===== src/rtl/cache_pkg.sv =====
// rtl/cache_pkg.sv - shared cache geometry, refill FSM states and address helpers
package cache_pkg;

  localparam int LINE_WORDS = 4;
  localparam int OFFSET_W   = 2;
  localparam int INDEX_W    = 3;
  localparam int TAG_W      = 25;
  localparam int LINE_W     = 128;

  typedef enum logic [1:0] {
    ST_IDLE,
    ST_REQ,
    ST_WAIT,
    ST_DONE
  } refill_state_t;

  // Byte address of the first word of the line containing addr
  function automatic logic [31:0] line_base(input logic [31:0] addr);
    return addr & 32'hFFFF_FFF0;
  endfunction

endpackage


===== src/rtl/refill_timeout.sv =====
// rtl/refill_timeout.sv - 8-bit response wait counter with clear, enable and expired flag
module refill_timeout #(
  parameter int unsigned LIMIT = 255
) (
  input  logic clk,
  input  logic rst_n,
  input  logic clr_i,
  input  logic en_i,
  output logic expired_o
);

  localparam logic [7:0] LIMIT_C = 8'(LIMIT);

  logic [7:0] cnt_q;

  // Count cycles spent waiting; hold once the limit is reached
  always_ff @(posedge clk or negedge rst_n) begin
    if (!rst_n) begin
      cnt_q <= '0;
    end else if (clr_i) begin
      cnt_q <= '0;
    end else if (en_i && !expired_o) begin
      cnt_q <= cnt_q + 8'd1;
    end
  end

  assign expired_o = (cnt_q == LIMIT_C);

endmodule


===== src/rtl/cache_refill_ctrl.sv =====
// rtl/cache_refill_ctrl.sv - critical-word-first cache line refill engine
module cache_refill_ctrl
  import cache_pkg::*;
#(
  parameter int unsigned TIMEOUT_CYCLES = 255
) (
  input  logic         clk,
  input  logic         rst_n,
  input  logic         miss_valid,
  input  logic [31:0]  miss_addr,
  output logic         miss_ready,
  output logic         mem_req,
  output logic [31:0]  mem_addr,
  input  logic         mem_ready,
  input  logic         mem_rvalid,
  input  logic [31:0]  mem_rdata,
  output logic         crit_valid,
  output logic [31:0]  crit_data,
  output logic         line_valid,
  output logic [31:0]  line_addr,
  output logic [127:0] line_data,
  output logic         line_err
);

  localparam int BASE_W = TAG_W + INDEX_W;
  localparam logic [OFFSET_W-1:0] LAST_WORD = OFFSET_W'(LINE_WORDS - 1);

  refill_state_t       state_q;
  logic [BASE_W-1:0]   base_q;
  logic [OFFSET_W-1:0] start_q;
  logic [OFFSET_W-1:0] count_q;
  logic [OFFSET_W-1:0] cur_off;
  logic [LINE_W-1:0]   buf_q;
  logic [LINE_W-1:0]   buf_d;
  logic [LINE_W-1:0]   line_data_q;
  logic [31:0]         line_addr_q;
  logic [31:0]         crit_data_q;
  logic                crit_valid_q;
  logic                expired;

  // 2-bit add wraps naturally, giving start, start+1, ... 3 -> 0
  assign cur_off = start_q + count_q;

  // Assembly buffer with the incoming response merged into its slot
  always_comb begin
    buf_d = buf_q;
    buf_d[{cur_off, 5'd0} +: 32] = mem_rdata;
  end

  refill_timeout #(
    .LIMIT(TIMEOUT_CYCLES)
  ) u_timeout (
    .clk      (clk),
    .rst_n    (rst_n),
    .clr_i    (state_q != ST_WAIT),
    .en_i     ((state_q == ST_WAIT) && !mem_rvalid),
    .expired_o(expired)
  );

  // Refill FSM: issue one read at a time, collect responses, publish the line
  always_ff @(posedge clk or negedge rst_n) begin
    if (!rst_n) begin
      state_q      <= ST_IDLE;
      base_q       <= '0;
      start_q      <= '0;
      count_q      <= '0;
      buf_q        <= '0;
      line_data_q  <= '0;
      line_addr_q  <= '0;
      crit_data_q  <= '0;
      crit_valid_q <= 1'b0;
    end else begin
      crit_valid_q <= 1'b0;
      case (state_q)
        ST_IDLE: begin
          if (miss_valid) begin
            base_q  <= miss_addr[31:4];
            start_q <= miss_addr[3:2];
            count_q <= '0;
            state_q <= ST_REQ;
          end
        end
        ST_REQ: begin
          if (mem_ready) begin
            state_q <= ST_WAIT;
          end
        end
        ST_WAIT: begin
          if (expired) begin
            // Partial buffer is abandoned; the published line stays as it was
            state_q <= ST_IDLE;
          end else if (mem_rvalid) begin
            buf_q <= buf_d;
            if (count_q == '0) begin
              crit_valid_q <= 1'b1;
              crit_data_q  <= mem_rdata;
            end
            if (count_q == LAST_WORD) begin
              line_data_q <= buf_d;
              line_addr_q <= line_base(mem_addr);
              state_q     <= ST_DONE;
            end else begin
              count_q <= count_q + 1'b1;
              state_q <= ST_REQ;
            end
          end
        end
        ST_DONE: begin
          state_q <= ST_IDLE;
        end
        default: begin
          state_q <= ST_IDLE;
        end
      endcase
    end
  end

  assign miss_ready = (state_q == ST_IDLE);
  assign mem_req    = (state_q == ST_REQ);
  assign mem_addr   = {base_q, cur_off, 2'b00};
  assign crit_valid = crit_valid_q;
  assign crit_data  = crit_data_q;
  assign line_valid = (state_q == ST_DONE);
  assign line_addr  = line_addr_q;
  assign line_data  = line_data_q;
  assign line_err   = (state_q == ST_WAIT) && expired;

endmodule


===== config.mk =====
export PLATFORM = sky130hd
export DESIGN_NAME = cache_refill_ctrl
export DESIGN_NICKNAME = d
export VERILOG_FILES = /design/src/rtl/cache_pkg.sv /design/src/rtl/refill_timeout.sv /design/src/rtl/cache_refill_ctrl.sv
export SDC_FILE = /design/constraint.sdc
export NUM_CORES = 1
export LEC_CHECK = 0
export BUFFER_PORTS_ARGS = -buffer_cell sky130_fd_sc_hd__buf_2
export CAP_MARGIN = 20
export CORE_MARGIN = 2
export CORE_UTILIZATION = 62
export CTS_BUF_LIST = sky130_fd_sc_hd__clkbuf_4 sky130_fd_sc_hd__clkbuf_8
export CTS_CLUSTER_DIAMETER = 50
export CTS_CLUSTER_SIZE = 28
export DETAILED_ROUTE_END_ITERATION = 10
export MAX_ROUTING_LAYER = met4
export PLACE_DENSITY = 0.88
export SYNTH_ARGS = -nofsm -noshare
export SYNTH_HDL_FRONTEND = slang
export SYNTH_HIERARCHICAL = 1
export SYNTH_SLANG_ARGS = --single-unit

===== constraint.sdc =====
create_clock -name clk -period 4.3 [get_ports clk]
set_input_delay 0.86 -clock clk [delete_from_list [all_inputs] [get_ports clk]]
set_output_delay 0.86 -clock clk [all_outputs]
set_load 0.03 [all_outputs]

After elaboration in Yosys (flattened, before gate mapping)
Cells that the tools add are included.
{"block": "word_totals", "output_inout_bits": 229, "regBits": 359, "elab_cells": 62, "input_bits": 69}
{"block": "classes", "bitwise": 1, "shifts": 2, "n_reduce_logical": 15, "eq_ne": 12, "muxes": 18, "add_sub_neg": 4}
{"operator": "bitwise mux 128 bit", "n": 1}
{"operator": "variable shift 32 x 9 -> 128 bit (first input constant)", "n": 1}
{"operator": "variable part select 32 x 9 -> 128 bit", "n": 1}
{"operator": "2-to-1 mux 2 bit", "n": 9}
{"operator": "2-to-1 mux 8 bit", "n": 2}
{"operator": "inequality test 2 bit (second input constant)", "n": 5}
{"operator": "negation 7 -> 9 bit", "n": 1}
{"operator": "adder 8 x 1 -> 8 bit (second input constant)", "n": 1}
{"operator": "== test 8 bit (second input constant)", "n": 1}
{"operator": "case mux 2 bit (4 select lines)", "n": 1}
{"operator": "AND reduction 4 bit", "n": 2}
{"operator": "== test 2 bit (second input constant)", "n": 3}
{"operator": "AND reduction 3 bit", "n": 2}
{"operator": "AND reduction 5 bit", "n": 1}
{"operator": "zero test 2 bit", "n": 2}
{"operator": "2-to-1 mux 1 bit", "n": 4}
{"operator": "case mux 2 bit (2 select lines)", "n": 1}
{"operator": "nonzero test 2 bit", "n": 2}
{"operator": "logical AND 1 bit", "n": 3}
{"operator": "inequality test 3 bit (second input constant)", "n": 1}
{"operator": "adder 2 x 1 -> 2 bit (second input constant)", "n": 1}
{"operator": "adder 2 bit", "n": 1}
{"operator": "== test 2 x 1 -> 1 bit (second input constant)", "n": 1}
{"operator": "zero test 1 bit", "n": 2}
{"operator": "other kinds (3)", "n": 3}

Longest topological paths before layout
{"block": "depth", "depth_word": 5, "depth_mapped": 12, "ltp_nobuf": 8}

By module
The synthesis kept the hierarchy.
{"module": "cache_refill_ctrl", "instances": 1, "cells_each": 1280, "area_per_inst_um2": 14999.4, "seq_area_each_um2": 8783.4}
{"module": "refill_timeout", "instances": 1, "cells_each": 47, "area_per_inst_um2": 469.2, "seq_area_each_um2": 200.2}

Least setup slack after synthesis
OpenSTA, ideal clock, no wires.
{"block": "synth_timing", "path_kind": "register -> register", "startpoint": "reg count_q[0]", "endpoint": "reg buf_q[10]", "t_required_ns": 4.179, "setup_slack_ns": 1.365, "path_buffers": 4, "arrival_time_ns": 2.814, "setup_time_ns": 0.121, "path_stages_with_launch": 13, "period_less_slack_ns": 2.935, "cell_sequence": "dfrtp_1 -> ha_1 -> xnor2_1 -> xnor2_1 -> inv_1 -> ha_1 -> buf_4 -> and3b_1 -> clkbuf_1 -> and2_1 -> buf_2 -> buf_6 -> a22o_1"}
{"block": "synth_between", "elab_chain_cells": 4, "word_cells_on_any_way": 5, "cone_classes": "add/sub: 2; shift: 2; mux: 1"}
{"item": "start, declared", "line": "cache_refill_ctrl.sv:31", "source": "logic [OFFSET_W-1:0] count_q;"}
{"item": "start signal, assigned", "line": "cache_refill_ctrl.sv:103", "source": "count_q <= count_q + 1'b1;"}
{"item": "adder 2 bit (*)", "line": "cache_refill_ctrl.sv:42", "source": "assign cur_off = start_q + count_q;"}
{"item": "via mem_addr[3]", "line": "cache_refill_ctrl.sv:13", "source": "output logic [31:0] mem_addr,"}
{"item": "negation 7 -> 9 bit (*)", "line": "cache_refill_ctrl.sv:47", "source": "buf_d[{cur_off, 5'd0} +: 32] = mem_rdata;"}
{"item": "variable part select 32 x 9 -> 128 bit / variable shift 32 x 9 -> 128 bit (equally long branches)", "line": "cache_refill_ctrl.sv:47"}
{"item": "bitwise mux 128 bit (*)", "line": "cache_refill_ctrl.sv:47"}
{"item": "end signal, assigned", "line": "cache_refill_ctrl.sv:93", "source": "buf_q <= buf_d;"}
{"item": "end, declared", "line": "cache_refill_ctrl.sv:33", "source": "logic [LINE_W-1:0] buf_q;"}
Mark *: on every way through the listed nets, which the timed path passes. The rest lies on a longest branch.
A chain may end at the register's enable or synchronous reset.

Worst setup path in the final report
{"block": "layout_timing", "startpoint": "reg count_q[0]", "endpoint": "reg buf_q[121]"}
{"block": "layout_between", "elab_chain_cells": 4, "word_cells_on_any_way": 5, "cone_classes": "add/sub: 2; shift: 2; mux: 1"}
{"item": "adder 2 bit (*)", "line": "cache_refill_ctrl.sv:42"}
{"item": "negation 7 -> 9 bit (*)", "line": "cache_refill_ctrl.sv:47"}
{"item": "variable part select 32 x 9 -> 128 bit / variable shift 32 x 9 -> 128 bit (equally long branches)", "line": "cache_refill_ctrl.sv:47"}
{"item": "bitwise mux 128 bit (*)", "line": "cache_refill_ctrl.sv:47"}
Every way passes the cells marked *; elsewhere a longest branch is shown, timed or not.

==> flow_metrics.env <==
export IMPL_yosysSeqAreaShare=0.5808
export IMPL_synth_edf_count=0
export IMPL_synth_common_cells="a21oi_1 (388), dfrtp_1 (359), nor2b_1 (131), a22o_1 (129), mux2_2 (63)"
export IMPL_critPathArrivalTime_ns=3.81
export IMPL_netlist_instances=1327
export IMPL_cp_cell_sequence="ha_1, xnor2_1, xnor2_1, inv_1, ha_2, buf_4, and4b_2, and2_1, buf_4, a22o_1"
export IMPL_whs_ns=0.3115
export IMPL_post_cts_resized=0
export IMPL_slew_violations=0
export IMPL_period_share=0.7651
export IMPL_vias=11550
export IMPL_postSynth_asyncResetShare=1.000
export IMPL_finalPower_mw=13.15
export IMPL_start_util=0.6342
export IMPL_ys_types=45
export IMPL_n_antenna_cell=0
export IMPL_worstMarginPinSlew_ns=0.8704
export IMPL_critical_path_slowest_cell="dfrtp_1"
export IMPL_path_class="reg -> reg"
export IMPL_track_usage=0.3102
export IMPL_grt_max_degree=112
export IMPL_wl_per_cell_um=21.28
export IMPL_synth_area_leaders="dfrtp_1 (58%), a21oi_1 (13%), a22o_1 (7.3%)"
export IMPL_clock_sinks=359
export IMPL_rsz0062_at_grt="false"
export IMPL_setup_viol=0
export IMPL_yosysTopAreaCell="dfrtp_1"
export IMPL_fmaxAchievable_ghz=0.3039
export IMPL_drive_above_1_share=0.3107
export IMPL_gp_congestion=0.7916
export IMPL_fillers=1696
export IMPL_die_w_um=162.0
export IMPL_final_net_count=1611
export IMPL_cp_end_kind="flop"
export IMPL_yosysWarnings=6
export IMPL_yosysTopAreaCellShare=0.5808
export IMPL_path_delay_family="buffers and inverters"
export IMPL_fp_dieArea_um2=26230
export IMPL_cp_num_cells=10
export IMPL_grt_pass1_wl_mm=62.96
export IMPL_cap_violations=0
export IMPL_antenna_found_initial=0
export IMPL_numPortBuffers=289
export IMPL_pwr_density_cell_nw_per_um2=751.4
export IMPL_cp_required_ns=4.82
export IMPL_reg2reg_depth=10
export IMPL_ctsRootBufferMaster="clkbuf_8"
export IMPL_critical_path_max_fanout=26
export IMPL_hpwlAfterDp_mm=25.37
export IMPL_overflow=0
export IMPL_leakagePower_nw=8.869
export IMPL_netlist_area_um2=15470
export IMPL_status="finished, final reports clean"
export IMPL_syn_area_per_cell_um2=11.66
export IMPL_hold_viol=0
export IMPL_ioPinCount=298
export IMPL_drtPass1Iterations=5
export IMPL_cpPeakStageDelay_ns=0.47
export IMPL_syn_to_final_growth_pct=13.11
export IMPL_startpoint_type="flop"
export IMPL_clock_latency_ns=0.60
export IMPL_synth_ff_type="dfrtp_1"
export IMPL_wirelength_mm=40.05
export IMPL_coreArea_um2=24390
export IMPL_tns_ns=0
export IMPL_cts_buffer_depth=3
export IMPL_yosys_cell_count_top_type="a21oi_1"
export IMPL_layout_min_cycle_time_ns=3.290
export IMPL_cts_setup_buffers=0
export IMPL_synth_seq_cells=359
export IMPL_fp_dieH_um=162.0
export IMPL_cts_max_level=1
export IMPL_std_cell_rows=57
export IMPL_grt_pass1_vias=11760
export IMPL_cts_buffers=30
export IMPL_ant_nets=0
export IMPL_clk_pin_slew_worst_paths_ns=0.10
export IMPL_holdBufCountCts=0
export IMPL_drcViolationCount=0
export IMPL_vdd_drop_max_uv=527.1
export IMPL_cts_tree="built"
export IMPL_path_buf_inv=3
export IMPL_slew_headroom=0.4197
export IMPL_hold_path_class="in -> async"
export IMPL_drt_iter0_markers=1135
export IMPL_vias_per_cell=6.134
export IMPL_fin_skew_ns=0.04132
[state kept, by name, summed over array words and instances (netlist names)]
register,cells
buf_q,128
line_data,128
crit_data,32
base_q,28
line_addr,28
u_timeout/cnt_q,8
count_q,2
start_q,2
state_q,2
crit_valid,1
[metal layers]
layer	track usage	up-vias	share of wire
li1	-	5119	-
met4	0.08930	0	0.028
met5	-	-	0
met3	0.04316	77	0.071
met2	0.4934	548	0.49
met1	0.4249	5801	0.42
[layout make-up]
class,count,area (um2),area share
Sequential cell,359,8984,0.5134
Timing Repair Buffer,319,1719,0.09826
Inverter,9,33.78,0.001931
Clock buffer,36,483.0,0.02760
Multi-Input combinational cell,815,5648,0.3228
Clock inverter,20,224.0,0.01280
Tap cell,324,405.4,0.02317
[cells by family (layout without fill, tap and decap cells)]
group / Yosys count / count (layout) / synth area share
adders and majority gates: 8 / 8 / 0.006471
other: 1 / 6 / 0.0002424
AOI/OAI and AO/OA: 531 / 531 / 0.2059
and+or+nand+nor: 174 / 174 / 0.07191
buffers and inverters: 158 / 384 / 0.05800
DFF: 359 / 359 / 0.5808
xor gates and xnor gates: 2 / 2 / 0.001133
muxes: 94 / 94 / 0.07563
[cell usage in the layout, fill, tap and decap left out, types with 3 or more instances in the layout]
cell      netlist  final
o21bai_1        3      3
ha_1            8      5
and2_1          5      4
clkbuf_8        0     34
a22o_1        129    129
a21oi_1       388    388
a211oi_1        4      4
buf_2          27    288
clkinv_2        0      3
nand2b_1        3      3
nor2_1          5      5
nor2b_1       131    131
mux2_2         63     63
clkinv_4        0      5
nand3_1         3      3
buf_12          0      3
conb_1          1      6
buf_4          18     27
inv_6           0      4
dfrtp_1       359    359
inv_1           9      9
mux2_4         30     30
nand2_1         8      8
[power breakdown]
group          internal (mW)  switching [mW]
sequential              4.51           0.692
combinational           2.03            3.75
clock                  0.927            1.24
[stage by stage]
step / cell area, um2 / utilization / setup WS (ns) / instances
5_1_grt: 17500 / 0.7173 / 0.8027 / 1882
3_5_place_dp: 16790 / 0.6884 / 1.093 / 1826
2_1_floorplan: 15490 / - / 1.365 / 1332
4_1_cts: 17500 / 0.7173 / 1.045 / 1882
6_report: 17500 / 0.7173 / 1.010 / 1882
3_3_place_gp: 16790 / 0.6884 / 1.154 / 1826
[worst paths after layout]
check                              from           end  slack, ns
setup / recovery             count_q[0]    buf_q[121]       1.01
max in group asynchronous         rst_n  line_data[6]       2.88
min in group clk           miss_addr[3]    start_q[1]       0.48
hold reg to reg              buf_q[109]    buf_q[109]       0.50
hold / removal                    rst_n    crit_valid       0.31
setup reg to reg             count_q[0]    buf_q[121]       1.01
No activity file was read; power rests on OpenSTA's default activity.
